[src/rtl/pc_ras_unit_if.sv]
// Fetch-stage PC / return-address-stack bus: control and operand inputs
// from decode/execute, PC and stack status outputs back to the pipeline.
interface pc_ras_unit_if #(
    parameter int unsigned WIDTH = 32
) ();
    logic             pcenable;
    logic [1:0]       pcsrc;
    logic [WIDTH-1:0] rdat1;
    logic             branch;
    logic             bne;
    logic             zero_f;
    logic [15:0]      branch_imm;
    logic [WIDTH-1:0] branch_pc4;
    logic [25:0]      jaddr;
    logic             link;
    logic             jr_ra;
    logic [WIDTH-1:0] pcout;
    logic [WIDTH-1:0] pcplus4;
    logic [WIDTH-1:0] ras_top;
    logic             ras_empty;
    logic             ras_full;
    logic             ras_overflow;
    logic             ras_mismatch;

    // Pipeline side: drives control/operands, observes PC and stack status.
    modport master (
        output pcenable, pcsrc, rdat1, branch, bne, zero_f, branch_imm,
               branch_pc4, jaddr, link, jr_ra,
        input  pcout, pcplus4, ras_top, ras_empty, ras_full,
               ras_overflow, ras_mismatch
    );

    // PC unit side.
    modport slave (
        input  pcenable, pcsrc, rdat1, branch, bne, zero_f, branch_imm,
               branch_pc4, jaddr, link, jr_ra,
        output pcout, pcplus4, ras_top, ras_empty, ras_full,
               ras_overflow, ras_mismatch
    );
endinterface

[src/rtl/pc_ras_unit.sv]
// Program counter with next-PC selection and a circular return-address
// stack. JAL pushes its link address; JR $31 pops and reports whether the
// stacked address agreed with the register value. The stack never steers
// the PC: the JR target is always the register operand.
module pc_ras_unit #(
    parameter int unsigned      WIDTH     = 32,
    parameter logic [WIDTH-1:0] RESET_PC  = 32'h0000_0000,
    parameter int unsigned      RAS_DEPTH = 4
) (
    input logic          CLK,
    input logic          RST,
    pc_ras_unit_if.slave bus
);
    localparam int unsigned     PTR_W   = $clog2(RAS_DEPTH);
    localparam int unsigned     CNT_W   = $clog2(RAS_DEPTH + 1);
    localparam logic [CNT_W-1:0] DEPTH_C = CNT_W'(RAS_DEPTH);

    logic [WIDTH-1:0] pcout_q, pcout_d;
    logic [WIDTH-1:0] stack_q [RAS_DEPTH];
    logic [WIDTH-1:0] stack_d [RAS_DEPTH];
    logic [PTR_W-1:0] top_q, top_d, top_inc_s;
    logic [CNT_W-1:0] count_q, count_d;
    logic             ovf_q, ovf_d;
    logic             mis_q, mis_d;

    logic [WIDTH-1:0] pcplus4_s, pcnext_s, br_off_s, jr_tgt_s, ras_top_s;
    logic             taken_s, push_s, pop_s;
    logic             unused_ok_s;

    // Low two bits of the JR operand are discarded (word-aligned target).
    assign unused_ok_s = ^bus.rdat1[1:0];

    // Values derived purely from state: PC+4 and the visible top of stack.
    always_comb begin
        pcplus4_s = pcout_q + WIDTH'(4);
        if (count_q == {CNT_W{1'b0}}) begin
            ras_top_s = {WIDTH{1'b0}};
        end else begin
            ras_top_s = stack_q[top_q];
        end
    end

    // Next-PC mux over sequential, JR, conditional branch and J/JAL sources.
    always_comb begin
        br_off_s = {{(WIDTH-18){bus.branch_imm[15]}}, bus.branch_imm, 2'b00};
        jr_tgt_s = {bus.rdat1[WIDTH-1:2], 2'b00};
        taken_s  = bus.branch & (bus.bne ? ~bus.zero_f : bus.zero_f);
        pcnext_s = pcplus4_s;
        case (bus.pcsrc)
            2'b00: pcnext_s = pcplus4_s;
            2'b01: pcnext_s = jr_tgt_s;
            2'b10: begin
                if (taken_s) begin
                    pcnext_s = bus.branch_pc4 + br_off_s;
                end else begin
                    pcnext_s = pcplus4_s;
                end
            end
            2'b11: pcnext_s = {pcplus4_s[WIDTH-1:28], bus.jaddr, 2'b00};
            default: pcnext_s = pcplus4_s;
        endcase
    end

    // Next state for PC, stack, pointer/count and the one-cycle status pulses.
    always_comb begin
        pcout_d   = pcout_q;
        stack_d   = stack_q;
        top_d     = top_q;
        count_d   = count_q;
        ovf_d     = 1'b0;
        mis_d     = 1'b0;
        top_inc_s = top_q + PTR_W'(1);
        push_s    = bus.pcenable & (bus.pcsrc == 2'b11) & bus.link;
        pop_s     = bus.pcenable & (bus.pcsrc == 2'b01) & bus.jr_ra;

        if (bus.pcenable) begin
            pcout_d = pcnext_s;
        end else begin
            pcout_d = pcout_q;
        end

        if (push_s) begin
            // A full stack keeps its count; the write lands on the oldest slot.
            stack_d[top_inc_s] = pcplus4_s;
            top_d              = top_inc_s;
            if (count_q == DEPTH_C) begin
                ovf_d = 1'b1;
            end else begin
                count_d = count_q + CNT_W'(1);
            end
        end else if (pop_s) begin
            if (count_q == {CNT_W{1'b0}}) begin
                mis_d = 1'b1;
            end else begin
                mis_d   = (ras_top_s != jr_tgt_s);
                count_d = count_q - CNT_W'(1);
                top_d   = top_q - PTR_W'(1);
            end
        end else begin
            top_d = top_q;
        end
    end

    // State registers with asynchronous reset to the power-on state.
    always_ff @(posedge CLK or posedge RST) begin
        if (RST) begin
            pcout_q <= RESET_PC;
            top_q   <= {PTR_W{1'b0}};
            count_q <= {CNT_W{1'b0}};
            ovf_q   <= 1'b0;
            mis_q   <= 1'b0;
            for (int i = 0; i < int'(RAS_DEPTH); i++) begin
                stack_q[i] <= {WIDTH{1'b0}};
            end
        end else begin
            pcout_q <= pcout_d;
            top_q   <= top_d;
            count_q <= count_d;
            ovf_q   <= ovf_d;
            mis_q   <= mis_d;
            for (int i = 0; i < int'(RAS_DEPTH); i++) begin
                stack_q[i] <= stack_d[i];
            end
        end
    end

    assign bus.pcout        = pcout_q;
    assign bus.pcplus4      = pcplus4_s;
    assign bus.ras_top      = ras_top_s;
    assign bus.ras_empty    = (count_q == {CNT_W{1'b0}});
    assign bus.ras_full     = (count_q == DEPTH_C);
    assign bus.ras_overflow = ovf_q;
    assign bus.ras_mismatch = mis_q;
endmodule

[src/flat_wrapper.sv]
// flat-port wrapper written by rule: the top's interface ports become plain ports
module pc_ras_unit_flat 
#(
    parameter int unsigned      WIDTH     = 32,
    parameter logic [WIDTH-1:0] RESET_PC  = 32'h0000_0000,
    parameter int unsigned      RAS_DEPTH = 4
)
  (CLK, RST, bus_pcenable, bus_pcsrc, bus_rdat1, bus_branch, bus_bne, bus_zero_f, bus_branch_imm, bus_branch_pc4, bus_jaddr, bus_link, bus_jr_ra, bus_pcout, bus_pcplus4, bus_ras_top, bus_ras_empty, bus_ras_full, bus_ras_overflow, bus_ras_mismatch);
  pc_ras_unit_if #(.WIDTH(WIDTH)) bus_i ();
  input logic CLK;
  input logic RST;
  input wire logic [$bits(bus_i.pcenable)-1:0] bus_pcenable;
  input wire logic [$bits(bus_i.pcsrc)-1:0] bus_pcsrc;
  input wire logic [$bits(bus_i.rdat1)-1:0] bus_rdat1;
  input wire logic [$bits(bus_i.branch)-1:0] bus_branch;
  input wire logic [$bits(bus_i.bne)-1:0] bus_bne;
  input wire logic [$bits(bus_i.zero_f)-1:0] bus_zero_f;
  input wire logic [$bits(bus_i.branch_imm)-1:0] bus_branch_imm;
  input wire logic [$bits(bus_i.branch_pc4)-1:0] bus_branch_pc4;
  input wire logic [$bits(bus_i.jaddr)-1:0] bus_jaddr;
  input wire logic [$bits(bus_i.link)-1:0] bus_link;
  input wire logic [$bits(bus_i.jr_ra)-1:0] bus_jr_ra;
  output wire logic [$bits(bus_i.pcout)-1:0] bus_pcout;
  output wire logic [$bits(bus_i.pcplus4)-1:0] bus_pcplus4;
  output wire logic [$bits(bus_i.ras_top)-1:0] bus_ras_top;
  output wire logic [$bits(bus_i.ras_empty)-1:0] bus_ras_empty;
  output wire logic [$bits(bus_i.ras_full)-1:0] bus_ras_full;
  output wire logic [$bits(bus_i.ras_overflow)-1:0] bus_ras_overflow;
  output wire logic [$bits(bus_i.ras_mismatch)-1:0] bus_ras_mismatch;
  assign bus_i.pcenable = bus_pcenable;
  assign bus_i.pcsrc = bus_pcsrc;
  assign bus_i.rdat1 = bus_rdat1;
  assign bus_i.branch = bus_branch;
  assign bus_i.bne = bus_bne;
  assign bus_i.zero_f = bus_zero_f;
  assign bus_i.branch_imm = bus_branch_imm;
  assign bus_i.branch_pc4 = bus_branch_pc4;
  assign bus_i.jaddr = bus_jaddr;
  assign bus_i.link = bus_link;
  assign bus_i.jr_ra = bus_jr_ra;
  assign bus_pcout = bus_i.pcout;
  assign bus_pcplus4 = bus_i.pcplus4;
  assign bus_ras_top = bus_i.ras_top;
  assign bus_ras_empty = bus_i.ras_empty;
  assign bus_ras_full = bus_i.ras_full;
  assign bus_ras_overflow = bus_i.ras_overflow;
  assign bus_ras_mismatch = bus_i.ras_mismatch;
  pc_ras_unit #(.WIDTH(WIDTH), .RESET_PC(RESET_PC), .RAS_DEPTH(RAS_DEPTH)) u_core (.CLK(CLK), .RST(RST), .bus(bus_i));
endmodule
[config.mk]
export PLATFORM = sky130hd
export DESIGN_NAME = pc_ras_unit_flat
export DESIGN_NICKNAME = d
export VERILOG_FILES = /design/src/rtl/pc_ras_unit_if.sv /design/src/rtl/pc_ras_unit.sv /design/src/flat_wrapper.sv
export SDC_FILE = /design/constraint.sdc
export NUM_CORES = 1
export LEC_CHECK = 0
export ABC_AREA = 1
export ABC_CLOCK_PERIOD_IN_PS = 5200
export BUFFER_PORTS_ARGS = -buffer_cell sky130_fd_sc_hd__buf_4
export CORE_AREA = 4 4 235 237
export DETAILED_ROUTE_END_ITERATION = 8
export DIE_AREA = 0 0 239 241
export GPL_TIMING_DRIVEN = 0
export MAX_ROUTING_LAYER = met4
export PLACE_DENSITY = 0.44
export SLEW_MARGIN = 0
export SYNTH_ARGS = -nofsm -noshare
export SYNTH_HDL_FRONTEND = slang
export SYNTH_SLANG_ARGS = --single-unit
export TNS_END_PERCENT = 100
[constraint.sdc]
create_clock -name CLK -period 5.2 [get_ports CLK]
set_clock_uncertainty 0.2 [all_clocks]
set_input_delay 0.78 -clock CLK [delete_from_list [all_inputs] [get_ports CLK]]
set_output_delay 0.78 -clock CLK [all_outputs]
set_load 0.02 [all_outputs]
==> flow_summary_export.csv, run 1 <==
group,metric,value,unit
timing,tightest_slew,1.06,ns
global_route,grt_pass1_vias,13200,
placed_design,dp_hpwl,50.4,mm
cells_and_area,area_delta_synth_final,25.8,%
detailed_routing,drc,0,
synth,synth_area_leaders,"dfrtp_1 34%, nand2_1 21%, o21ai_0 8.0%",
timing,setup_ws,0.902,ns
floorplan,die_y,241,µm
synth,async_reset_ff_share,100,%
timing,rsz0062_at_grt,"no",
clocking,numCtsBuffers,17,
detailed_routing,num_vias,13800,
timing,holdWs,0.146,ns
setup_path,cp_max_fo,8,
cells_and_area,fin_cells,2857,
timing,finalCritPeriodShare,82.7,%
cells_and_area,final_layout_size_suffix_gt1_share,15.1,%
clocking,cts_sinks,167,
synth,yosys.area.top_type,"dfrtp_1",
timing,finalSetupTns,0,ns
setup_path,cp_slowest_cell,"xor2_1",
hold_path,hold_class,"primary input to asynchronous set/reset pin",
setup_path,cp-end-kind,"output port",
synth,ys.flop_type,"dfrtp_1",
synth,synth_edf_count,0,
detailed_routing,via_per_inst,4.83,
floorplan,core_area,53300,µm²
floorplan,die_x,239,µm
placed_design,dp.cells,2824,
setup_path,worst-setup-path-type,"register to output port",
cells_and_area,final_nets,2299,
synth,syn_inst,1910,
pwr,power_density,470,nW/µm²
setup_path,crit_path_start_kind,"register",
timing,max_freq,233,MHz
floorplan,fp-row-count,85,
timing,setup_viol,0,
detailed_routing,wl_per_cell,22.2,µm
global_route,grt_util_all_layers,22.1,%
synth,yosys_warnings,0,
synth,syn_area,12200,µm²
cells_and_area,fillers,6028,
global_route,grt_max_degree,39,
clocking,clock_latency,0.46,ns
timing,post-route-min-period,4.30,ns
detailed_routing,drt_iter0_drc,1351,
pwr,p_leak,0.00807,µW
clocking,ctsResizeCount,0,
clocking,root_buffer,"clkbuf_16",
setup_path,critPathMostFrequentCell,"nand2_1",
setup_path,path_cells,"ha_1, nand2_1, inv_1, nand2_1, nor2_2, nand2_1, xor2_1, inv_1, buf_4",
floorplan,start_util,22.8,%
clocking,path_clk_slew,0.07,ns
placed_design,place_ws,1.43,ns
pwr,power,7190,µW
floorplan,io-pin-count,216,
cells_and_area,final_common_cell,"nand2_1",
floorplan,die-area,57600,µm²
synth,avgSynthCellArea,6.37,µm²
setup_path,worstPathRequired,4.22,ns
timing,finalHoldViolCount,0,
global_route,grt.overflow.total,0,
clocking,cts_max_level,4,
synth,synth_cell_types,45,
synth,synth_seq_cells,167,
clocking,cts_tree,"yes",
placed_design,port_buffers,213,
clocking,cts_hold_buf,0,
setup_path,critPathArrivalTime,3.32,ns
detailed_routing,firstDrtPassIters,5,
timing,slew_violations,0,
pwr,peakVddDrop,0.272,mV
detailed_routing,drt_wl_total,63.3,mm
synth,yosysSeqAreaShare,34.4,%
setup_path,crit_path_max_incr_delay,0.69,ns
cells_and_area,layout_common_cells,"686 x nand2_1, 235 x inv_1, 215 x buf_4",
synth,synth_top_area_share,34.4,%
timing,slew_headroom,29.4,%
detailed_routing,antenna_left,0,
global_route,grt_pass1_wl,90.0,mm
clocking,clockBufferDepth,2,
status,outcome,"finished clean",
placed_design,gp_congestion,0.920,
synth,syn-num-nets,2062,
run,drv_cap,0,
global_route,antenna_found_initial,2,
clocking,cts_setup_buffers,0,
[registers in the layout, indices dropped and copies added, names as in the netlist]
name,cells
u_core.top_q,2
u_core.bus.pcout,32
u_core.bus.ras_mismatch,1
u_core.stack_q,128
u_core.count_q,3
u_core.bus.ras_overflow,1
[metal layers]
metal | vias to the layer above | routed length (µm) | GRT usage, %
met5 | - | 0 | -
met4 | 0 | 1920 | 6.91
met3 | 86 | 3630 | 3.34
met2 | 509 | 29600 | 35.6
met1 | 6663 | 28200 | 28.7
li1 | 6530 | - | -
[cell type report]
type                       instances  area [µm²]  share of cell area (%)
antenna                            2        5.00                  0.0327
buffer                            71         335                    2.19
clock buffer                      19         443                    2.89
clock inverter                    12         116                   0.760
inverter                         247         931                    6.08
multi-input combinational       1425        6720                    43.9
sequential                       167        4180                    27.3
tap                              696         871                    5.69
timing repair buffer             218        1700                    11.1
[cells by family after synthesis]
| group | after synthesis | share of synthesized area, % |
|---|---|---|
| AO/OA/AOI/OAI | 318 | 14.4 |
| XOR/XNOR | 18 | 1.30 |
| adder cells (fa/ha/maj) | 36 | 3.83 |
| buffers and inverters | 318 | 10.4 |
| flip-flops | 167 | 34.4 |
| multiplexers | 1 | 0.0926 |
| AND/OR/NAND/NOR | 1052 | 35.7 |
[cell usage after synthesis (3+ instances only)]
cell type	n
nand3_1	85
a21oi_1	49
nand2_2	11
nor2_2	9
buf_6	4
nor3_2	3
xnor2_1	5
buf_1	5
o221ai_1	4
nor3_1	12
nand3b_1	19
ha_1	34
dfrtp_1	167
o211ai_1	14
buf_2	25
o21ai_0	194
nor2_1	191
or2_2	3
inv_1	236
inv_2	9
nand2_1	686
o21ai_1	25
o21bai_1	5
a221oi_1	18
clkbuf_1	35
xor2_1	13
nand4_1	22
[through the flow]
stage / cell area [µm²] / utilization, %
after floorplan: 12200 / -
after global placement: 14600 / 27.5
after detailed placement: 14700 / 27.7
after CTS: 15300 / 28.7
after global routing: 15300 / 28.7
final: 15300 / 28.7
[power breakdown]
part	total [µW]	switching, µW	internal, µW	leakage (µW)
Clock	1290	609	677	0.000276
Sequential	2050	302	1750	0.00217
Combinational	3850	2620	1230	0.00562
Total	7190	3530	3660	0.00807
[critical path: cells and delay by family, from the launching register on]
kind	cells	cell delay, ns
xor+xnor	1	0.69
fa+ha+maj	1	0.31
buf+inv	3	0.59
flops	1	0.64
simple gates	4	0.62
[worst paths after layout]
path,start,to,slack [ns],cells past startpoint
setup reg to reg,u_core.bus.pcout[2],u_core.bus.pcout[12],1.90,12
hold reg to reg,u_core.count_q[2],u_core.count_q[2],0.27,1
max in group asynchronous,RST,u_core.bus.pcout[28],3.80,4
setup / recovery,u_core.bus.pcout[2],bus_pcplus4[12],0.90,9
hold / removal,RST,u_core.stack_q[107],0.15,2
min in group CLK,u_core.count_q[2],u_core.count_q[2],0.27,1
(Power assumes the default switching activity.)
==> inputs of run 2 (changes only) <==
Settings changed: ABC_CLOCK_PERIOD_IN_PS 5200 to 4300, PLACE_DENSITY 0.44 to 0.42.
Clock period 5.2 ns to 4.3 ns, I/O delays scaled along.
==> run 2 against run 1 <==
Clock-buffer cell count is 2 lower. Critical path depth is 1 lower. Final area hardly changed. Worst setup slack worse by 0.59 ns. Via count is 0.92% lower.
==> flow_summary_export.csv, run 2 (synthesized netlist as in run 1, its figures left out) <==
group,metric,value,unit
clocking,cts_hold_buf,0,
cells_and_area,final_common_cell,"nand2_1",
timing,tightest_slew,1.16,ns
detailed_routing,firstDrtPassIters,6,
pwr,switching_share,49.2,%
timing,finalCritPeriodShare,92.7,%
setup_path,crit_path_max_incr_delay,0.64,ns
status,outcome,"finished clean",
global_route,grt.overflow.total,0,
floorplan,die_y,241,µm
detailed_routing,wl_per_cell,22.0,µm
placed_design,gp_congestion,0.908,
pwr,power_switching,4270,µW
clocking,cts_max_level,4,
pwr,power_density,568,nW/µm²
placed_design,place_area,14700,µm²
setup_path,rr_endpoint,"u_core.bus.pcout[16]",
setup_path,cp-end-kind,"output port",
setup_path,reg2reg_slack,1.09,ns
setup_path,worstPathRequired,3.45,ns
detailed_routing,via_per_inst,4.78,
global_route,antenna_found_initial,1,
pwr,intPower,4420,µW
pwr,peakVddDrop,0.322,mV
global_route,grt_util_all_layers,22.1,%
setup_path,cp_slowest_cell,"dfrtp_1",
cells_and_area,final_cell_area,15300,µm²
cells_and_area,final_nets,2298,
timing,finalHoldViolCount,0,
setup_path,critPathArrivalTime,3.14,ns
timing,rsz0062_at_grt,"no",
clocking,root_buffer,"clkbuf_16",
timing,finalSetupTns,0,ns
cells_and_area,final_layout_size_suffix_gt1_share,15.2,%
pwr,seqPwrFrac,28.5,%
setup_path,r2r_start,"u_core.bus.pcout[2]",
timing,setup_viol,0,
clocking,clockBufferDepth,2,
setup_path,cp_max_fo,8,
setup_path,r2r_cells,13,
run,drv_cap,0,
placed_design,port_buffers,213,
global_route,grt_pass1_wl,90.8,mm
floorplan,start_util,22.8,%
cells_and_area,fin_cells,2857,
cells_and_area,area_delta_synth_final,25.8,%
floorplan,die_x,239,µm
timing,max_freq,251,MHz
placed_design,dp.cells,2823,
timing,slew_violations,0,
global_route,grt_pass1_vias,13400,
cells_and_area,largest_register,"u_core.stack_q",
detailed_routing,drc,0,
setup_path,path_cells,"ha_1, nand2_1, nor2_1, inv_1, nor2_1, nand2_1, xor2_1, buf_4",
timing,holdWs,0.0848,ns
cells_and_area,layout_common_cells,"686 x nand2_1, 235 x inv_1, 215 x buf_4",
pwr,power,8690,µW
timing,slew_headroom,22.2,%
floorplan,core_area,53300,µm²
timing,post-route-min-period,3.99,ns
floorplan,io-pin-count,216,
setup_path,crit_family,"simple AND/OR/NAND/NOR gates",
clocking,path_clk_slew,0.08,ns
floorplan,fp-row-count,85,
setup_path,cp.buffers_inverters,2,
pwr,p_leak,0.00807,µW
hold_path,hold_class,"primary input to asynchronous set/reset pin",
clocking,numCtsBuffers,17,
placed_design,dp_hpwl,50.4,mm
global_route,grt_max_degree,40,
setup_path,crit_path_start_kind,"register",
detailed_routing,num_vias,13700,
clocking,clock_latency,0.46,ns
cells_and_area,largest_reg_flops,128,
floorplan,die-area,57600,µm²
detailed_routing,drt_wl_total,62.9,mm
clocking,cts_tree,"yes",
setup_path,worst-setup-path-type,"register to output port",
detailed_routing,drt_iter0_drc,1304,
pwr,p_comb_share,53.2,%
detailed_routing,antenna_left,0,
pwr,clockPowerShare,18.3,%
setup_path,timing.critical_path.from,"u_core.bus.pcout[2]",
clocking,cts_sinks,167,
-- run 2: cell count changes in the layout (fill, tap and decap cells not counted), sizes merged --
| cell | delta |
|---|---|
| clkbuf | -2 |
| buf | -1 |
| clkinv | +1 |
| clkinvlp | +1 |
| inv | +1 |
-- run 2: through the flow --
step | setup slack [ns] | utilization (%)
2_1_floorplan | 1.33 | -
3_3_place_gp | -0.0964 | 27.5
3_5_place_dp | 0.645 | 27.6
4_1_cts | 0.134 | 28.7
5_1_grt | 0.217 | 28.7
6_report | 0.314 | 28.7
-- run 2: worst max path at each step --
stage,endpoint,slack (ns),cells past startpoint
floorplan,u_core.bus.pcout[0],1.33,1
global placement,u_core.bus.pcout[22],-0.1,2
detailed placement,bus_pcplus4[12],0.65,9
CTS,bus_pcplus4[12],0.13,9
global route,bus_pcplus4[30],0.22,8
finish,bus_pcplus4[30],0.31,8
-- run 2: per-layer routing --
layer	track usage [%]	part of all wire, %
met2	36.7	48
met4	5.14	2.2
met5	-	0
met3	3.21	5.9
met1	28.7	44
-- run 2: final cells by class --
type	count	area, µm²
sequential	167	4180
clock inverter	15	145
timing repair buffer	217	1680
inverter	247	931
clock buffer	17	425
tap	696	871
antenna	2	5.00
buffer	71	335
fill	5999	38000
multi-input combinational	1425	6730
-- run 2: worst reg2reg max path, cell delays in order, from the launching register on --
cell,delay [ns]
dfrtp_1,0.64
ha_1,0.33
nand2_1,0.10
inv_1,0.12
nand2_1,0.10
nor2_2,0.28
inv_1,0.13
o21bai_1,0.15
nand2_1,0.43
a21oi_1,0.28
o21ai_1,0.12
nand2_1,0.11
nand2_1,0.10
nand2_1,0.07
-- run 2: timing repair --
item                       4_1_cts  5_1_grt
setup endpoints to repair        0        1
buffers inserted                 0        0
resized for setup                0        1
-- run 2: power by group through the flow --
stage                     sequential, µW  clock, µW  combinational (µW)
final                               2470       1590                4620
after global routing                2540       1670                5060
after CTS                           2470       1600                4640
after detailed placement            2490          0                4620
after global placement              2490          0                4580
after floorplan                     2440          0                2650
==> inputs of run 3 (changes only) <==
Settings changed: CAP_MARGIN set to 10, CORE_AREA 4 4 235 237 to 2 2 233 235, DIE_AREA 0 0 239 241 to 0 0 235 237.
==> run 3 against run 2 <==
Clock-buffer cell count is the same. Critical endpoint is now bus_pcplus4[12]. Critical path type unchanged. Critical path depth grew 1. Highest routed layer unchanged. Power increased by 2.8%. Combinational power about the same.
==> flow_summary_export.csv, run 3 (synthesized netlist as in run 1, its figures left out) <==
group,metric,value,unit
status,outcome,"finished clean",
cells_and_area,final_layout_size_suffix_gt1_share,15.2,%
setup_path,crit_path_start_kind,"register",
setup_path,path_cells,"ha_1, nand2_1, inv_1, nand2_1, nor2_2, nand2_1, xor2_2, inv_1, buf_4",
setup_path,cp-end-kind,"output port",
timing,post-route-min-period,3.89,ns
timing,max_freq,257,MHz
clocking,cts_sinks,167,
detailed_routing,drc,0,
detailed_routing,num_vias,13600,
placed_design,place_ws,0.632,ns
cells_and_area,fin_cells,2857,
global_route,antenna_found_initial,2,
clocking,path_clk_slew,0.08,ns
clocking,cts_tree,"yes",
detailed_routing,antenna_left,0,
setup_path,worst-setup-path-type,"register to output port",
cells_and_area,final_common_cell,"nand2_1",
global_route,grt_pass1_vias,13200,
setup_path,reg2reg_slack,1.13,ns
placed_design,dp_hpwl,50.2,mm
floorplan,die_x,235,µm
placed_design,dp.cells,2823,
detailed_routing,drt_wl_total,62.6,mm
setup_path,critPathArrivalTime,3.05,ns
timing,rsz0062_at_grt,"no",
placed_design,gp_congestion,0.942,
setup_path,rr_endpoint,"u_core.bus.pcout[16]",
pwr,peakVddDrop,0.335,mV
setup_path,cp_max_fo,8,
floorplan,start_util,22.8,%
clocking,clock_latency,0.46,ns
floorplan,core_area,53300,µm²
timing,finalHoldViolCount,0,
setup_path,worstPathRequired,3.45,ns
timing,slew_headroom,27.2,%
pwr,power,8940,µW
floorplan,fp-row-count,85,
placed_design,port_buffers,213,
floorplan,die_y,237,µm
clocking,cts_setup_buffers,0,
detailed_routing,drt_iter0_drc,1021,
timing,setup_ws,0.405,ns
global_route,grt_max_degree,39,
cells_and_area,largest_register,"u_core.stack_q",
pwr,p_leak,0.00812,µW
clocking,clockBufferDepth,2,
setup_path,crit_path_max_incr_delay,0.64,ns
setup_path,critPathMostFrequentCell,"nand2_1",
clocking,numCtsBuffers,17,
hold_path,hold_class,"primary input to asynchronous set/reset pin",
clocking,root_buffer,"clkbuf_16",
global_route,grt_pass1_wl,90.2,mm
timing,holdWs,0.126,ns
cells_and_area,area_delta_synth_final,26.7,%
timing,tightest_slew,1.09,ns
cells_and_area,largest_reg_flops,128,
setup_path,r2r_cells,13,
cells_and_area,final_nets,2298,
detailed_routing,wl_per_cell,21.9,µm
floorplan,io-pin-count,216,
detailed_routing,firstDrtPassIters,5,
timing,setup_viol,0,
pwr,power_density,580,nW/µm²
timing,slew_violations,0,
cells_and_area,utilization,28.9,%
cells_and_area,layout_common_cells,"686 x nand2_1, 235 x inv_1, 215 x buf_4",
detailed_routing,via_per_inst,4.76,
setup_path,r2r_start,"u_core.bus.pcout[2]",
setup_path,cp_slowest_cell,"dfrtp_1",
clocking,cts_max_level,4,
timing,finalCritPeriodShare,90.6,%
global_route,grt.overflow.total,0,
run,drv_cap,0,
floorplan,die-area,55700,µm²
global_route,grt_util_all_layers,22.9,%
## run 3: layout make-up
type	count	area (µm²)
Fill cell	6054	37900
Multi-Input combinational cell	1425	6730
Sequential cell	167	4180
Timing Repair Buffer	217	1680
Inverter	247	931
Tap cell	696	871
Clock buffer	17	425
Buffer	71	335
Clock inverter	15	258
Antenna cell	2	5.00
## run 3: per-stage QoR
stage / area [µm²] / setup TNS (ns)
floorplan: 12200 / 0
global placement: 14600 / -21.06
detailed placement: 14700 / 0
CTS: 15400 / 0
global route: 15400 / 0
finish: 15400 / 0
## run 3: what timing repair did
| action | in CTS | in global routing |
|---|---|---|
| setup endpoints to repair | 0 | 1 |
| resized for setup | 0 | 1 |
| hold buffers | 0 | 0 |
## run 3: how the worst max path moves through the flow
| stage | startpoint | slack [ns] | to |
|---|---|---|---|
| final | u_core.bus.pcout[2] | 0.41 | bus_pcplus4[12] |
| after floorplan | RST | 1.33 | u_core.bus.pcout[0] |
| after CTS | u_core.bus.pcout[2] | 0.11 | bus_pcplus4[12] |
| after detailed placement | u_core.bus.pcout[2] | 0.63 | bus_pcplus4[12] |
| after global placement | RST | -0.15 | u_core.bus.pcout[30] |
| after global routing | u_core.bus.pcout[2] | 0.22 | bus_pcplus4[12] |
## run 3: power by group
part           total (µW)  internal [µW]  leakage [µW]  switching [µW]
registers            2480           2110       0.00217             370
clock network        1840           1060      0.000332             778
logic                4620           1490       0.00562            3130
## run 3: critical path, delay by kind of cell, from the launching register on
family	cells	cell delay (ns)
buf+inv	3	0.52
xor+xnor	1	0.44
flops	1	0.64
simple gates	4	0.65
fa+ha+maj	1	0.33
## run 3: routing by layer
metal	global-route usage [%]	wire length (µm)	up-vias	share of wire (%)
li1	-	-	6538	-
met1	28.7	27400	6569	44
met2	37.3	29500	425	47
met3	4.28	3830	77	6.1
met4	7.33	1890	0	3.0
met5	-	0	-	0
